$ cat config.mk
export PLATFORM = sky130hd
export DESIGN_NAME = star_reveal_ctrl_flat
export DESIGN_NICKNAME = d
export VERILOG_FILES = /design/src/rtl/star_reveal_ctrl_if.sv /design/src/rtl/star_reveal_ctrl.sv /design/src/flat_wrapper.sv
export SDC_FILE = /design/constraint.sdc
export NUM_CORES = 1
export LEC_CHECK = 0
export BUFFER_PORTS_ARGS = -buffer_cell sky130_fd_sc_hd__buf_2
export CAP_MARGIN = 10
export CORE_UTILIZATION = 25
export CTS_CLUSTER_SIZE = 20
export DETAILED_ROUTE_END_ITERATION = 8
export GPL_TIMING_DRIVEN = 0
export HOLD_SLACK_MARGIN = 0.12
export MAX_ROUTING_LAYER = met4
export PLACE_DENSITY = 0.41
export SYNTH_ARGS = -nofsm -noshare
export SYNTH_HDL_FRONTEND = slang
export SYNTH_SLANG_ARGS = --single-unit
$ cat constraint.sdc
create_clock -name Clk -period 5.4 [get_ports Clk]
set_input_delay 0 -clock Clk [delete_from_list [all_inputs] [get_ports Clk]]
set_output_delay 0 -clock Clk [all_outputs]
set_load 0.01 [all_outputs]
$ cat src/rtl/star_reveal_ctrl_if.sv
// Bus bundle between game logic and the win-screen star reveal sequencer.
// The master drives requests and coin status; the slave (sequencer) drives the display outputs.
interface star_reveal_ctrl_if;
  logic       frame_tick;
  logic       start;
  logic       clear;
  logic [2:0] CoinStatus;
  logic [2:0] star_mask;
  logic [1:0] stars_total;
  logic       reveal_pulse;
  logic       busy;
  logic       done;

  modport master (
    output frame_tick, start, clear, CoinStatus,
    input  star_mask, stars_total, reveal_pulse, busy, done
  );

  modport slave (
    input  frame_tick, start, clear, CoinStatus,
    output star_mask, stars_total, reveal_pulse, busy, done
  );
endinterface

$ cat src/rtl/star_reveal_ctrl.sv
// Win-screen star reveal sequencer: latches the collected-coin count on start and
// lights the stars left to right, pacing each reveal in whole video frames.
module star_reveal_ctrl #(
  parameter int INITIAL_DELAY   = 15,
  parameter int FRAMES_PER_STAR = 30
) (
  input  logic              Clk,
  input  logic              Reset,
  star_reveal_ctrl_if.slave bus
);

  typedef enum logic [1:0] {
    IDLE      = 2'd0,
    WAIT_INIT = 2'd1,
    REVEAL    = 2'd2,
    DONE      = 2'd3
  } state_t;

  localparam logic [7:0] INIT_LAST = 8'(INITIAL_DELAY - 1);
  localparam logic [7:0] STAR_LAST = 8'(FRAMES_PER_STAR - 1);

  state_t     state, state_n;
  logic [7:0] fcnt, fcnt_n;
  logic [2:0] mask_q, mask_n;
  logic [1:0] total_q, total_n;
  logic       pulse_q, pulse_n;
  logic       busy_q, busy_n;
  logic       done_q, done_n;
  logic [1:0] coins_collected;
  logic [1:0] lit_next;

  function automatic logic [1:0] ones3(input logic [2:0] v);
    return {1'b0, v[0]} + {1'b0, v[1]} + {1'b0, v[2]};
  endfunction

  // A zero bit in CoinStatus marks a collected coin.
  assign coins_collected = ones3(~bus.CoinStatus);
  assign lit_next        = ones3(mask_n);

  // NOTE: every variable written here gets a default first, so no path leaves
  // one unassigned and no latch is inferred.
  always_comb begin
    state_n = state;
    fcnt_n  = fcnt;
    mask_n  = mask_q;
    total_n = total_q;
    pulse_n = 1'b0;

    if (bus.clear) begin
      state_n = IDLE;
      fcnt_n  = '0;
      mask_n  = '0;
      total_n = '0;
    end else begin
      unique case (state)
        IDLE: begin
          mask_n  = '0;
          total_n = '0;
          if (bus.start) begin
            total_n = coins_collected;
            fcnt_n  = '0;
            state_n = WAIT_INIT;
          end
        end

        WAIT_INIT: begin
          if (bus.frame_tick) begin
            if (fcnt == INIT_LAST) begin
              fcnt_n = '0;
              if (total_q == 2'd0) begin
                state_n = DONE;
              end else begin
                mask_n  = 3'b001;
                pulse_n = 1'b1;
                state_n = (total_q == 2'd1) ? DONE : REVEAL;
              end
            end else begin
              fcnt_n = fcnt + 8'd1;
            end
          end
        end

        REVEAL: begin
          if (bus.frame_tick) begin
            if (fcnt == STAR_LAST) begin
              // Shift in a one to keep the mask thermometer coded.
              mask_n  = {mask_q[1:0], 1'b1};
              pulse_n = 1'b1;
              fcnt_n  = '0;
              if (lit_next == total_q) state_n = DONE;
            end else begin
              fcnt_n = fcnt + 8'd1;
            end
          end
        end

        DONE: begin
          if (bus.start) begin
            mask_n  = '0;
            total_n = coins_collected;
            fcnt_n  = '0;
            state_n = WAIT_INIT;
          end
        end

        default: state_n = IDLE;
      endcase
    end

    busy_n = (state_n == WAIT_INIT) || (state_n == REVEAL);
    done_n = (state_n == DONE);
  end

  // NOTE: sequential state uses non-blocking assignments so every register
  // samples the values from before this edge.
  always_ff @(posedge Clk or posedge Reset) begin
    if (Reset) begin
      state   <= IDLE;
      fcnt    <= '0;
      mask_q  <= '0;
      total_q <= '0;
      pulse_q <= 1'b0;
      busy_q  <= 1'b0;
      done_q  <= 1'b0;
    end else begin
      state   <= state_n;
      fcnt    <= fcnt_n;
      mask_q  <= mask_n;
      total_q <= total_n;
      pulse_q <= pulse_n;
      busy_q  <= busy_n;
      done_q  <= done_n;
    end
  end

  assign bus.star_mask    = mask_q;
  assign bus.stars_total  = total_q;
  assign bus.reveal_pulse = pulse_q;
  assign bus.busy         = busy_q;
  assign bus.done         = done_q;

endmodule

$ cat src/flat_wrapper.sv
// flat-port wrapper written by rule: the top's interface ports become plain ports
module star_reveal_ctrl_flat 
#(
  parameter int INITIAL_DELAY   = 15,
  parameter int FRAMES_PER_STAR = 30
)
  (Clk, Reset, bus_frame_tick, bus_start, bus_clear, bus_CoinStatus, bus_star_mask, bus_stars_total, bus_reveal_pulse, bus_busy, bus_done);
  star_reveal_ctrl_if bus_i ();
  input  logic Clk;
  input  logic Reset;
  input wire logic [$bits(bus_i.frame_tick)-1:0] bus_frame_tick;
  input wire logic [$bits(bus_i.start)-1:0] bus_start;
  input wire logic [$bits(bus_i.clear)-1:0] bus_clear;
  input wire logic [$bits(bus_i.CoinStatus)-1:0] bus_CoinStatus;
  output wire logic [$bits(bus_i.star_mask)-1:0] bus_star_mask;
  output wire logic [$bits(bus_i.stars_total)-1:0] bus_stars_total;
  output wire logic [$bits(bus_i.reveal_pulse)-1:0] bus_reveal_pulse;
  output wire logic [$bits(bus_i.busy)-1:0] bus_busy;
  output wire logic [$bits(bus_i.done)-1:0] bus_done;
  assign bus_i.frame_tick = bus_frame_tick;
  assign bus_i.start = bus_start;
  assign bus_i.clear = bus_clear;
  assign bus_i.CoinStatus = bus_CoinStatus;
  assign bus_star_mask = bus_i.star_mask;
  assign bus_stars_total = bus_i.stars_total;
  assign bus_reveal_pulse = bus_i.reveal_pulse;
  assign bus_busy = bus_i.busy;
  assign bus_done = bus_i.done;
  star_reveal_ctrl #(.INITIAL_DELAY(INITIAL_DELAY), .FRAMES_PER_STAR(FRAMES_PER_STAR)) u_core (.Clk(Clk), .Reset(Reset), .bus(bus_i));
endmodule
* After elaboration in Yosys (flattened, before gate mapping) *
Index checks and enable logic that the tools add are counted.

operators by class
  add/subtract/negate cells = 5
  mux-type cells = 36
  bitwise operators = 1
  eq/ne operators = 14
  reductions and logical operators = 7

operators by type and width
  cell                                                    number
  2-to-1 mux 8 bit                                        6
  case mux 8 bit (3 select lines)                         1
  2-to-1 mux 2 bit                                        11
  2-to-1 mux 3 bit                                        7
  case mux 3 bit (4 select lines)                         1
  inequality test 3 bit (second input constant)           3
  adder 8 x 1 -> 8 bit (second input constant)            1
  equality test 2 bit (second input constant)             4
  equality test 8 x 4 -> 1 bit (second input constant)    1
  equality test 8 x 5 -> 1 bit (second input constant)    1
  2-to-1 mux 1 bit                                        7
  equality test 2 x 1 -> 1 bit (second input constant)    3
  case mux 2 bit (3 select lines)                         1
  adder 1 x 1 -> 2 bit                                    2
  adder 2 x 1 -> 2 bit                                    2
  zero test 2 bit                                         2
  case mux 2 bit (2 select lines)                         1
  inequality test 3 x 1 -> 1 bit (second input constant)  1
  inverter 3 bit                                          1
  AND reduction 3 bit                                     1
  nonzero test 3 bit                                      1
  equality test 2 bit                                     1
  case mux 1 bit (2 select lines)                         1
  AND reduction 2 bit                                     1
  other kinds (2)                                         2

storage, ports and cells
  register bits = 18
  output and inout port bits = 8

* Logic depth before layout (Yosys ltp) *
Gate-level depths: netlist of run 1.

  depth after elaboration = 16
  mapped depth = 12
  mapped depth without buffers = 12

* Worst setup path before layout of run 1 *
Ideal clock, no wire load.

  path type = reg-to-reg
  start point = reg u_core.state[1]
  end point = reg u_core.busy_q (netlist: u_core.bus.busy)
  arrival = 2.787 ns
  period minus slack after synthesis = 2.912 ns
  stages on the path, launching flop included = 13
  setup time = 0.126 ns
  setup slack = 2.488 ns
  buffers on the path = 1
  cells stage by stage = dfrtp_1 -> inv_1 -> ha_1 -> clkbuf_1 -> inv_1 -> o21bai_1 -> a32oi_1 -> fa_1 -> xnor2_1 -> nor2_1 -> nand4_1 -> a221oi_2 -> ha_1

on the way
  longest elaborated chain between the ends = 13

RTL lines
  element                                                              RTL line                 text
  start, declared                                                      star_reveal_ctrl.sv:22   state_t state, state_n;
  start signal, assigned                                               star_reveal_ctrl.sv:126  state <= state_n;
  equality test 2 bit (tied with other cells)                          star_reveal_ctrl.sv:55   unique case (state)
  case mux 3 bit (4 select lines)                                      star_reveal_ctrl.sv:55
  2-to-1 mux 3 bit                                                     star_reveal_ctrl.sv:49   if (bus.clear) begin
  adder 1 x 1 -> 2 bit                                                 star_reveal_ctrl.sv:33   return {1'b0, v[0]} + {1'b0, v[1]} + {1'b0, v[2]};
  adder 2 x 1 -> 2 bit                                                 star_reveal_ctrl.sv:33
  equality test 2 bit                                                  star_reveal_ctrl.sv:90   if (lit_next == total_q) state_n = DONE;
  2-to-1 mux 2 bit                                                     star_reveal_ctrl.sv:90
  2-to-1 mux 2 bit                                                     star_reveal_ctrl.sv:85   if (fcnt == STAR_LAST) begin
  2-to-1 mux 2 bit                                                     star_reveal_ctrl.sv:84   if (bus.frame_tick) begin
  case mux 2 bit (3 select lines) *                                    star_reveal_ctrl.sv:55
  2-to-1 mux 2 bit *                                                   star_reveal_ctrl.sv:49
  net u_core.state_n[0]                                                star_reveal_ctrl.sv:22
  equality test 2 x 1 -> 1 bit or equality test 2 bit (tied branches)  star_reveal_ctrl.sv:110  busy_n = (state_n == WAIT_INIT) || (state_n == REVEAL);
  logical OR 1 bit *                                                   star_reveal_ctrl.sv:110
  net u_core.busy_n                                                    star_reveal_ctrl.sv:27   logic busy_q, busy_n;
  end signal, assigned                                                 star_reveal_ctrl.sv:131  busy_q <= busy_n;
  end, declared                                                        star_reveal_ctrl.sv:27

The timed path passes the listed nets; every way through them passes the cells marked *.
A chain may end at the register's enable or synchronous reset.

* Final worst setup path of run 1 *
Same ends and word-level chain as after synthesis.

==> results of run 1 <==
## logic make-up after synthesis
| kind of cell | after synthesis |
|---|---|
| xor gates and xnor gates | 2 |
| AOI/OAI and AO/OA | 40 |
| adders and majority gates | 10 |
| buffers and inverters | 12 |
| muxes | 4 |
| DFF | 18 |
| and+or+nand+nor | 37 |
## through the flow
stage	std cells	util, %
after floorplan	123	-
after CTS	212	31.3
after detailed placement	205	29.5
final	212	31.3
after global placement	205	29.5
after global routing	212	31.3
## state kept, by name, indices dropped and copies added (netlist names)
| name | cells |
|---|---|
| u_core.bus.done | 1 |
| u_core.bus.stars_total | 2 |
| u_core.fcnt | 8 |
| u_core.state | 2 |
| u_core.bus.busy | 1 |
| u_core.bus.reveal_pulse | 1 |
| u_core.bus.star_mask | 3 |
## cells in the final DEF, fill, tap and decap left out, types with 3 or more instances in the layout
cell,n
dfrtp_1,18
buf_2,16
nand2_1,10
inv_1,10
nor2_1,8
ha_1,8
o21ai_0,6
clkbuf_8,4
o21bai_1,3
o2111ai_1,3
o311ai_1,3
a32o_1,3
nand3_1,3
a21oi_1,3
dlygate4sd3_1,3
## critical path, delay by kind of cell (launching register included)
kind	cells	cell delay, ns
flops	1	0.41
compound gates	3	0.79
simple gates	2	0.22
xor+xnor	1	0.14
buf+inv	3	0.61
fa+ha+maj	3	1.08
## routing by layer
| layer | vias up | GRT usage [%] | part of all wire [%] |
|---|---|---|---|
| li1 | 510 | - | - |
| met1 | 524 | 15.6 | 47 |
| met2 | 13 | 20.6 | 48 |
| met3 | 2 | 3.31 | 3.7 |
| met4 | 0 | 2.61 | 0.58 |
| met5 | - | - | 0 |
## synth_stat cells, types with 3 or more instances
library cell | number | area [µm²]
dfrtp_1 | 18 | 450
inv_1 | 10 | 37.5
nand2_1 | 10 | 37.5
ha_1 | 8 | 100
nor2_1 | 8 | 30.0
o21ai_0 | 6 | 30.0
a21oi_1 | 3 | 15.0
a32o_1 | 3 | 30.0
nand3_1 | 3 | 15.0
o2111ai_1 | 3 | 26.3
o21bai_1 | 3 | 22.5
o311ai_1 | 3 | 26.3
## final cells by class
type | count | area [µm²]
multi-input combinational | 93 | 756
tap | 67 | 83.8
sequential | 18 | 450
buffer | 2 | 8.76
fill | 514 | 3290
inverter | 10 | 37.5
clock buffer | 4 | 55.1
timing repair buffer | 18 | 105
## final timing paths
kind | from | end | slack (ns) | depth (start not counted)
setup / recovery | u_core.state[1] | u_core.bus.busy | 2.04 | 12
hold reg to reg | u_core.bus.star_mask[2] | u_core.bus.star_mask[2] | 0.59 | 1
min in group asynchronous | Reset | u_core.bus.done | 0.42 | 3
max in group asynchronous | Reset | u_core.bus.stars_total[1] | 4.51 | 3
hold / removal | bus_start | u_core.state[1] | 0.19 | 4
setup reg to reg | u_core.state[1] | u_core.bus.busy | 2.04 | 12
## power by group through the flow
stage / clock (µW) / sequential, µW / combinational, µW
final: 116 / 169 / 212
after global routing: 127 / 173 / 236
after CTS: 120 / 170 / 213
after detailed placement: 0 / 172 / 209
after global placement: 0 / 172 / 210
after floorplan: 0 / 172 / 152
==> metrics.csv, run 1 <==
stage,metric,value,unit
clock_tree,clk_pin_slew,0.08,ns
sta,hold-worst-slack,0.192,ns
global_route,grt-ovfl-total,0,
synth,synthAdderAreaFrac,11.2,%
placement,post-place-ws,2.08,ns
placement,numPortBuffers,15,
synth,seq_area_frac_synth,36.0,%
sta,fin_crit,3.36,ns
sta,period_share,62.2,%
clock_tree,cts_tree,yes,
synth,ys_ff_latch,18,
finish,syn_to_final_growth,19.5,%
synth,synth.area.mux_share,3.80,%
routing,vias_per_cell,4.95,
run_status,status,"complete, no violations",
routing,antenna_left,0,
finish,fin_area,1500,µm²
routing,drt_pass1_iterations,4,
sta,setup_ws,2.04,ns
clock_tree,cts_sinks,18,
power_and_ir_drop,p_int,298,µW
power_and_ir_drop,p_per_area,332,nW/µm²
setup_path,worstSetupPathType,flop to flop,
floorplanning,core.rowCount,25,
synth,synth_cell_types,46,
synth,syn_inst,123,
synth,yosys.area_share.simple,16.5,%
floorplanning,io_pins,16,
power_and_ir_drop,clkPwrFrac,23.3,%
power_and_ir_drop,pwr-share-seq,34.0,%
global_route,gr-usage-all-layers,12.6,%
power_and_ir_drop,pwr-share-comb,42.7,%
synth,synth_top_family_by_area,compound AO/OA/AOI/OAI gates,
routing,post_drt_wl_per_cell,13.7,µm
floorplanning,start_util,26.2,%
power_and_ir_drop,ir_drop,0.135,mV
routing,drc_errors,0,
clock_tree,postCtsSetupRepairBufs,0,
setup_path,cp_slowest_cell,fa_1,
global_route,antenna_found_initial,0,
clock_tree,htreeDepth,1,
clock_tree,cts_buffers,3,
synth,syn_area,1250,µm²
synth,synth_edf_count,0,
clock_tree,ctsResizeCount,0,
floorplanning,fp.dieArea,5300,µm²
setup_path,path_max_fanout,10,
sta,fmax,298,MHz
synth,synth_nets,141,
routing,wirelength,2910,µm
sta,hold_viol,0,
clock_tree,clk_latency,0.26,ns
setup_path,required,5.55,ns
setup_path,cpPeakStageDelay,0.50,ns
sta,slew_headroom,49.6,%
setup_path,worstPathCellList,"inv_1, ha_1, clkbuf_1, inv_1, o21bai_1, a32oi_1, fa_1, xnor2_1, nor2_1, nand4_1, a221oi_2, ha_1",
power_and_ir_drop,sw_frac_of_total,40.1,%
global_route,grt_max_degree,19,
floorplanning,die_width,72.8,µm
global_route,grt_pass1_vias,1008,
routing,drt_iter0_drc,40,
finish,drive_gt1_share,25.5,%
finish,antenna_cells,0,
setup_path,end_kind,flop,
synth,ys_warn_count,0,
synth,synth_compound_area_share,27.5,%
synth,synth-main-ff-cell,dfrtp_1,
synth,async_reset_ff_share,100,%
routing,via_count,1049,
sta,tns,0,ns
clock_tree,cts_root_buffer,clkbuf_8,
placement,dpl_cell_area,1410,µm²
synth,synth_xor_area_share,1.40,%
power_and_ir_drop,power,498,µW
power_and_ir_drop,p_sw,199,µW
sta,setup_viol,0,
run,maxCapViolCount,0,
clock_tree,clockBufferDepth,2,
placement,post-dp-hpwl,2140,µm
sta,rsz0062_at_grt,false,
synth,syn_area_per_cell,10.2,µm²
setup_path,startpoint_type,flop,
sta,worstMarginPinSlew,0.755,ns
floorplanning,core,4790,µm²
sta,finClkSkew,0.00274,ns
min_path,hp-class,primary input to flop,
clock_tree,ctsHoldBuffers,3,
setup_path,crit_arrival,3.51,ns
finish,fin_nets,164,
power_and_ir_drop,p_leak,0.000657,µW
placement,place_congestion,0.737,
global_route,grt_pass1_wl,4870,µm
floorplanning,die_h,72.8,µm
sta,slew_viol_final,0,
Note: power is estimated with default switching activity, not from simulation.
==> run 2, diff against run 1 <==
==> constraint.sdc (replaced) <==
create_clock -name Clk -period 3.1 [get_ports Clk]
set_input_delay 0 -clock Clk [delete_from_list [all_inputs] [get_ports Clk]]
set_output_delay 0 -clock Clk [all_outputs]
set_load 0.01 [all_outputs]
==> run 2 against run 1 <==
Sequential cell count did not move. Clock power rose by 74%. Hold slack improved by 0.0017 ns.
==> metrics.csv, run 2 (synthesis results as in run 1) <==
stage,metric,value,unit
finish,final_cells,217,
finish,fillCellCount,500,
finish,largest_reg_flops,8,
sta,rsz0062_at_grt,true,
routing,drt_pass1_iterations,4,
clock_tree,cts_root_buffer,clkbuf_8,
placement,place_inst,205,
placement,post-dp-hpwl,2140,µm
sta,fin_crit,3.04,ns
clock_tree,clk_pin_slew,0.08,ns
power_and_ir_drop,p_int,550,µW
clock_tree,clockBufferDepth,2,
finish,final_cell_mix,"16 x buf_2, 16 x dfrtp_1, 10 x nand2_1, 10 x inv_1, 7 x nor2_1",
routing,vias_per_cell,4.85,
setup_path,critPathBufInv,1,
floorplanning,die_width,72.8,µm
sta,hold_viol,0,
min_path,hp-class,primary input to flop,
routing,wirelength,2960,µm
setup_path,startpoint_type,flop,
sta,slew_headroom,49.7,%
routing,drt_iter0_drc,34,
floorplanning,start_util,26.2,%
routing,via_count,1052,
finish,top_register,u_core.fcnt,
power_and_ir_drop,p_leak,0.000713,µW
power_and_ir_drop,pwr-share-comb,45.9,%
floorplanning,io_pins,16,
run_status,status,"complete, no violations",
placement,numPortBuffers,15,
setup_path,cpPeakStageDelay,0.46,ns
finish,drive_gt1_share,37.3,%
finish,syn_to_final_growth,28.5,%
run,maxCapViolCount,0,
global_route,antenna_found_initial,0,
setup_path,path_max_fanout,6,
setup_path,crit_arrival,3.18,ns
routing,antenna_left,0,
setup_path,cp_top_family,adder cells,
clock_tree,clk_latency,0.26,ns
power_and_ir_drop,pwr-share-seq,32.1,%
global_route,grt_pass1_vias,1014,
global_route,grt_pass1_wl,4930,µm
placement,place_congestion,0.737,
setup_path,end_kind,flop,
setup_path,required,3.25,ns
global_route,grt-ovfl-total,0,
power_and_ir_drop,sw_frac_of_total,40.3,%
power_and_ir_drop,p_sw,370,µW
power_and_ir_drop,p_per_area,572,nW/µm²
floorplanning,die_h,72.8,µm
clock_tree,cts_sinks,18,
sta,hold-worst-slack,0.194,ns
sta,slew_viol_final,0,
clock_tree,htreeDepth,1,
clock_tree,cts_tree,yes,
finish,fin_nets,169,
power_and_ir_drop,ir_drop,0.251,mV
clock_tree,cts_buffers,3,
finish,antenna_cells,0,
routing,drc_errors,0,
sta,fmax,329,MHz
routing,post_drt_wl_per_cell,13.7,µm
floorplanning,core.rowCount,25,
floorplanning,fp.dieArea,5300,µm²
setup_path,worstPathCellList,"buf_6, ha_4, and4b_2, o2111a_2, a32o_2, o221ai_2, fa_1, xnor2_1, nor2_1, nand4_1, a221oi_2, ha_1",
sta,worstMarginPinSlew,0.754,ns
setup_path,cp_slowest_cell,fa_1,
floorplanning,core,4790,µm²
global_route,grt_max_degree,19,
sta,setup_viol,0,
global_route,gr-usage-all-layers,12.7,%
finish,post-route-util,33.6,%
power_and_ir_drop,clkPwrFrac,22.0,%
setup_path,worstSetupPathType,flop to flop,
sta,period_share,98.0,%
sta,finClkSkew,0.000753,ns
[run 2: changes by cell type in the layout (fill, tap and decap cells not counted), moves of 2 or more]
cell | previous run | this run
a32oi_1 | 2 | 0
a32oi_2 | 0 | 2
buf_4 | 0 | 4
dfrtp_1 | 18 | 16
dfrtp_2 | 0 | 2
ha_1 | 8 | 6
[run 2: path summary, 6_finish.rpt]
check,start,end,slack (ns),cells after the start
min,bus_start,u_core.state[1],0.19,4
max in group asynchronous,Reset,u_core.fcnt[1],2.16,3
min reg2reg,u_core.fcnt[0],u_core.fcnt[0],0.55,1
min in group asynchronous,Reset,u_core.bus.done,0.42,3
max reg2reg,u_core.fcnt[1],u_core.bus.busy,0.06,12
max,u_core.fcnt[1],u_core.bus.busy,0.06,12
[run 2: timing repair]
action,in CTS,in global routing
hold buffers,3,0
resized for setup,8,12
pin swaps,2,10
cloned,0,0
setup endpoints to repair,2,2
hold endpoints to repair,22,0
buffers inserted,2,3
[run 2: worst register-to-register path, delay by kind of cell, from the launching register on]
family	cells	cell delay (ns)
buf+inv	1	0.13
compound gates	4	0.88
xor+xnor	1	0.14
simple gates	3	0.45
fa+ha+maj	3	0.88
flops	1	0.44
[run 2: layout make-up]
| cell class | instances | area, µm² | share of cell area [%] |
|---|---|---|---|
| Multi-Input combinational cell | 93 | 821 | 51.0 |
| Inverter | 10 | 37.5 | 2.33 |
| Timing Repair Buffer | 23 | 146 | 9.10 |
| Clock buffer | 4 | 55.1 | 3.42 |
| Sequential cell | 18 | 453 | 28.1 |
| Buffer | 2 | 12.5 | 0.778 |
| Tap cell | 67 | 83.8 | 5.21 |
[run 2: metal layers]
| metal | track usage (%) | vias to the layer above | wire length, µm |
|---|---|---|---|
| li1 | - | 519 | - |
| met1 | 15.8 | 521 | 1440 |
| met2 | 20.8 | 10 | 1430 |
| met3 | 3.31 | 2 | 76 |
| met4 | 2.61 | 0 | 17 |
| met5 | - | - | 0 |
[run 2: power groups by stage]
stage	clock, µW	combinational, µW	sequential (µW)
after global placement	0	365	299
after floorplan	0	265	299
after CTS	209	389	296
after global routing	222	468	302
final	202	422	295
after detailed placement	0	365	300
[run 2: per-stage QoR]
step	power, µW	cell area [µm²]	setup TNS, ns	setup WS (ns)
after floorplan	565	1250	0	0.188
after global placement	664	1410	-0.332	-0.240
after detailed placement	665	1410	-0.293	-0.216
after CTS	894	1540	0	0.00158
after global routing	992	1610	-0.0944	-0.0944
final	920	1610	0	0.0633
==> run 3, diff against run 2 <==
--- a/config.mk
+++ b/config.mk
@@ -14,6 +14,7 @@
 export HOLD_SLACK_MARGIN = 0.12
 export MAX_ROUTING_LAYER = met4
 export PLACE_DENSITY = 0.41
+export RECOVER_POWER = 50
 export SYNTH_ARGS = -nofsm -noshare
 export SYNTH_HDL_FRONTEND = slang
 export SYNTH_SLANG_ARGS = --single-unit
==> run 3 against run 2 <==
Final cell count is the same. Highest routed layer unchanged. First-iteration DRC count up 12%. Hold slack got worse by 0.0017 ns. Critical path depth unchanged.
==> metrics.csv, run 3 (synthesis results as in run 1) <==
stage,metric,value,unit
routing,drt_iter0_drc,38,
sta,hold_viol,0,
setup_path,startpoint_type,flop,
power_and_ir_drop,p_per_area,574,nW/µm²
finish,multiInputGateArea,821,µm²
setup_path,critPathBufInv,1,
setup_path,worstPathCellList,"buf_6, ha_4, and4b_2, o2111a_2, a32o_2, o221ai_2, fa_1, xnor2_1, nor2_1, nand4_1, a221oi_2, ha_1",
clock_tree,clk_pin_slew,0.08,ns
clock_tree,cts_tree,yes,
floorplanning,fp.dieArea,5300,µm²
floorplanning,start_util,26.2,%
setup_path,required,3.25,ns
finish,largest_reg_flops,8,
routing,vias_per_cell,4.87,
clock_tree,cts_buffers,3,
global_route,grt_pass1_wl,4930,µm
finish,final_cell_mix,"16 x dfrtp_1, 10 x buf_2, 10 x nand2_1, 10 x inv_1, 7 x nor2_1",
sta,rsz0062_at_grt,true,
sta,setup_viol,0,
floorplanning,die_h,72.8,µm
sta,slew_headroom,49.6,%
min_path,hp-class,primary input to flop,
clock_tree,cts_sinks,18,
setup_path,end_kind,flop,
sta,finClkSkew,0.00188,ns
finish,ff_latch_area,453,µm²
routing,via_count,1056,
sta,period_share,97.9,%
finish,drive_gt1_share,33.3,%
floorplanning,core.rowCount,25,
routing,post_drt_wl_per_cell,13.6,µm
setup_path,crit_arrival,3.18,ns
sta,tns,0,ns
placement,numPortBuffers,15,
run,maxCapViolCount,0,
setup_path,r2r_start,u_core.fcnt[1],
floorplanning,io_pins,16,
sta,slew_viol_final,0,
setup_path,cpPeakStageDelay,0.46,ns
routing,antenna_left,0,
setup_path,worstSetupPathType,flop to flop,
setup_path,cp_top_family,adder cells,
routing,wirelength,2960,µm
setup_path,cp_slowest_cell,fa_1,
placement,place_congestion,0.737,
sta,fin_crit,3.04,ns
floorplanning,core,4790,µm²
clock_tree,htreeDepth,1,
sta,worstMarginPinSlew,0.754,ns
clock_tree,clockBufferDepth,2,
global_route,grt_max_degree,19,
finish,antenna_cells,0,
finish,fin_nets,169,
min_path,min_from,bus_start,
power_and_ir_drop,power,919,µW
global_route,grt-ovfl-total,0,
finish,fillCellCount,504,
power_and_ir_drop,p_leak,0.000687,µW
clock_tree,clk_latency,0.26,ns
setup_path,reg2reg_slack,0.06,ns
placement,place_inst,205,
finish,final_cells,217,
setup_path,startpoint,u_core.fcnt[1],
floorplanning,die_width,72.8,µm
clock_tree,cts_root_buffer,clkbuf_8,
placement,post-dp-hpwl,2140,µm
finish,layout_commonest_cell,dfrtp_1,
run_status,status,"complete, no violations",
global_route,grt_pass1_vias,1014,
sta,fmax,329,MHz
power_and_ir_drop,ir_drop,0.252,mV
routing,drc_errors,0,
global_route,antenna_found_initial,0,
finish,syn_to_final_growth,27.9,%
finish,top_register,u_core.fcnt,
routing,drt_pass1_iterations,4,
setup_path,path_max_fanout,6,
global_route,gr-usage-all-layers,12.7,%
==> run 3: worst reg2reg max path, delay by kind of cell, from the launching register on <==
| kind | cells | cell delay, ns |
|---|---|---|
| flops | 1 | 0.44 |
| buf+inv | 1 | 0.13 |
| xor+xnor | 1 | 0.14 |
| simple gates | 3 | 0.45 |
| compound gates | 4 | 0.88 |
| fa+ha+maj | 3 | 0.88 |
==> run 3: stage by stage <==
stage / instance area (µm²) / setup WS [ns] / hold WS, ns / utilization [%]
finish: 1600 / 0.0647 / 0.192 / 33.5
global route: 1600 / -0.0944 / 0.217 / 33.5
CTS: 1540 / 0.00158 / 0.180 / 32.2
detailed placement: 1410 / -0.216 / 0.173 / 29.5
global placement: 1410 / -0.240 / 0.173 / 29.5
floorplan: 1250 / 0.188 / -0.0614 / -
==> run 3: final timing paths <==
| check | endpoint | cells past startpoint |
|---|---|---|
| worst max-delay path | u_core.bus.busy | 12 |
| worst min-delay path | u_core.state[1] | 4 |
| worst max register to register | u_core.bus.busy | 12 |
| worst min register to register | u_core.fcnt[0] | 1 |
| max in group asynchronous | u_core.fcnt[1] | 3 |
| min in group asynchronous | u_core.bus.done | 3 |
==> run 3: final cells by class <==
type,count,area share [%]
Inverter,10,2.34
Clock buffer,4,3.44
Multi-Input combinational cell,93,51.2
Timing Repair Buffer,23,8.67
Tap cell,67,5.23
Sequential cell,18,28.3
Buffer,2,0.781
==> run 3: timing repair <==
| item | 4_1_cts | 5_1_grt |
|---|---|---|
| endpoints found under the hold margin | 22 | 0 |
| hold buffers | 3 | 0 |
| gates resized for setup | 8 | 12 |
| pin swaps | 2 | 10 |
| setup endpoints to repair | 2 | 2 |
| setup buffers | 2 | 3 |
==> run 3: routing by layer <==
metal / part of all wire [%] / track usage (%)
met1: 48 / 15.8
met5: 0 / -
met3: 2.8 / 3.31
met2: 48 / 20.8
met4: 0.57 / 2.61
==> run 3: report_power, final <==
| part | total [µW] | switching (µW) | internal [µW] |
|---|---|---|---|
| Clock | 203 | 89.9 | 113 |
| Combinational | 420 | 250 | 169 |
| Sequential | 296 | 30.5 | 265 |
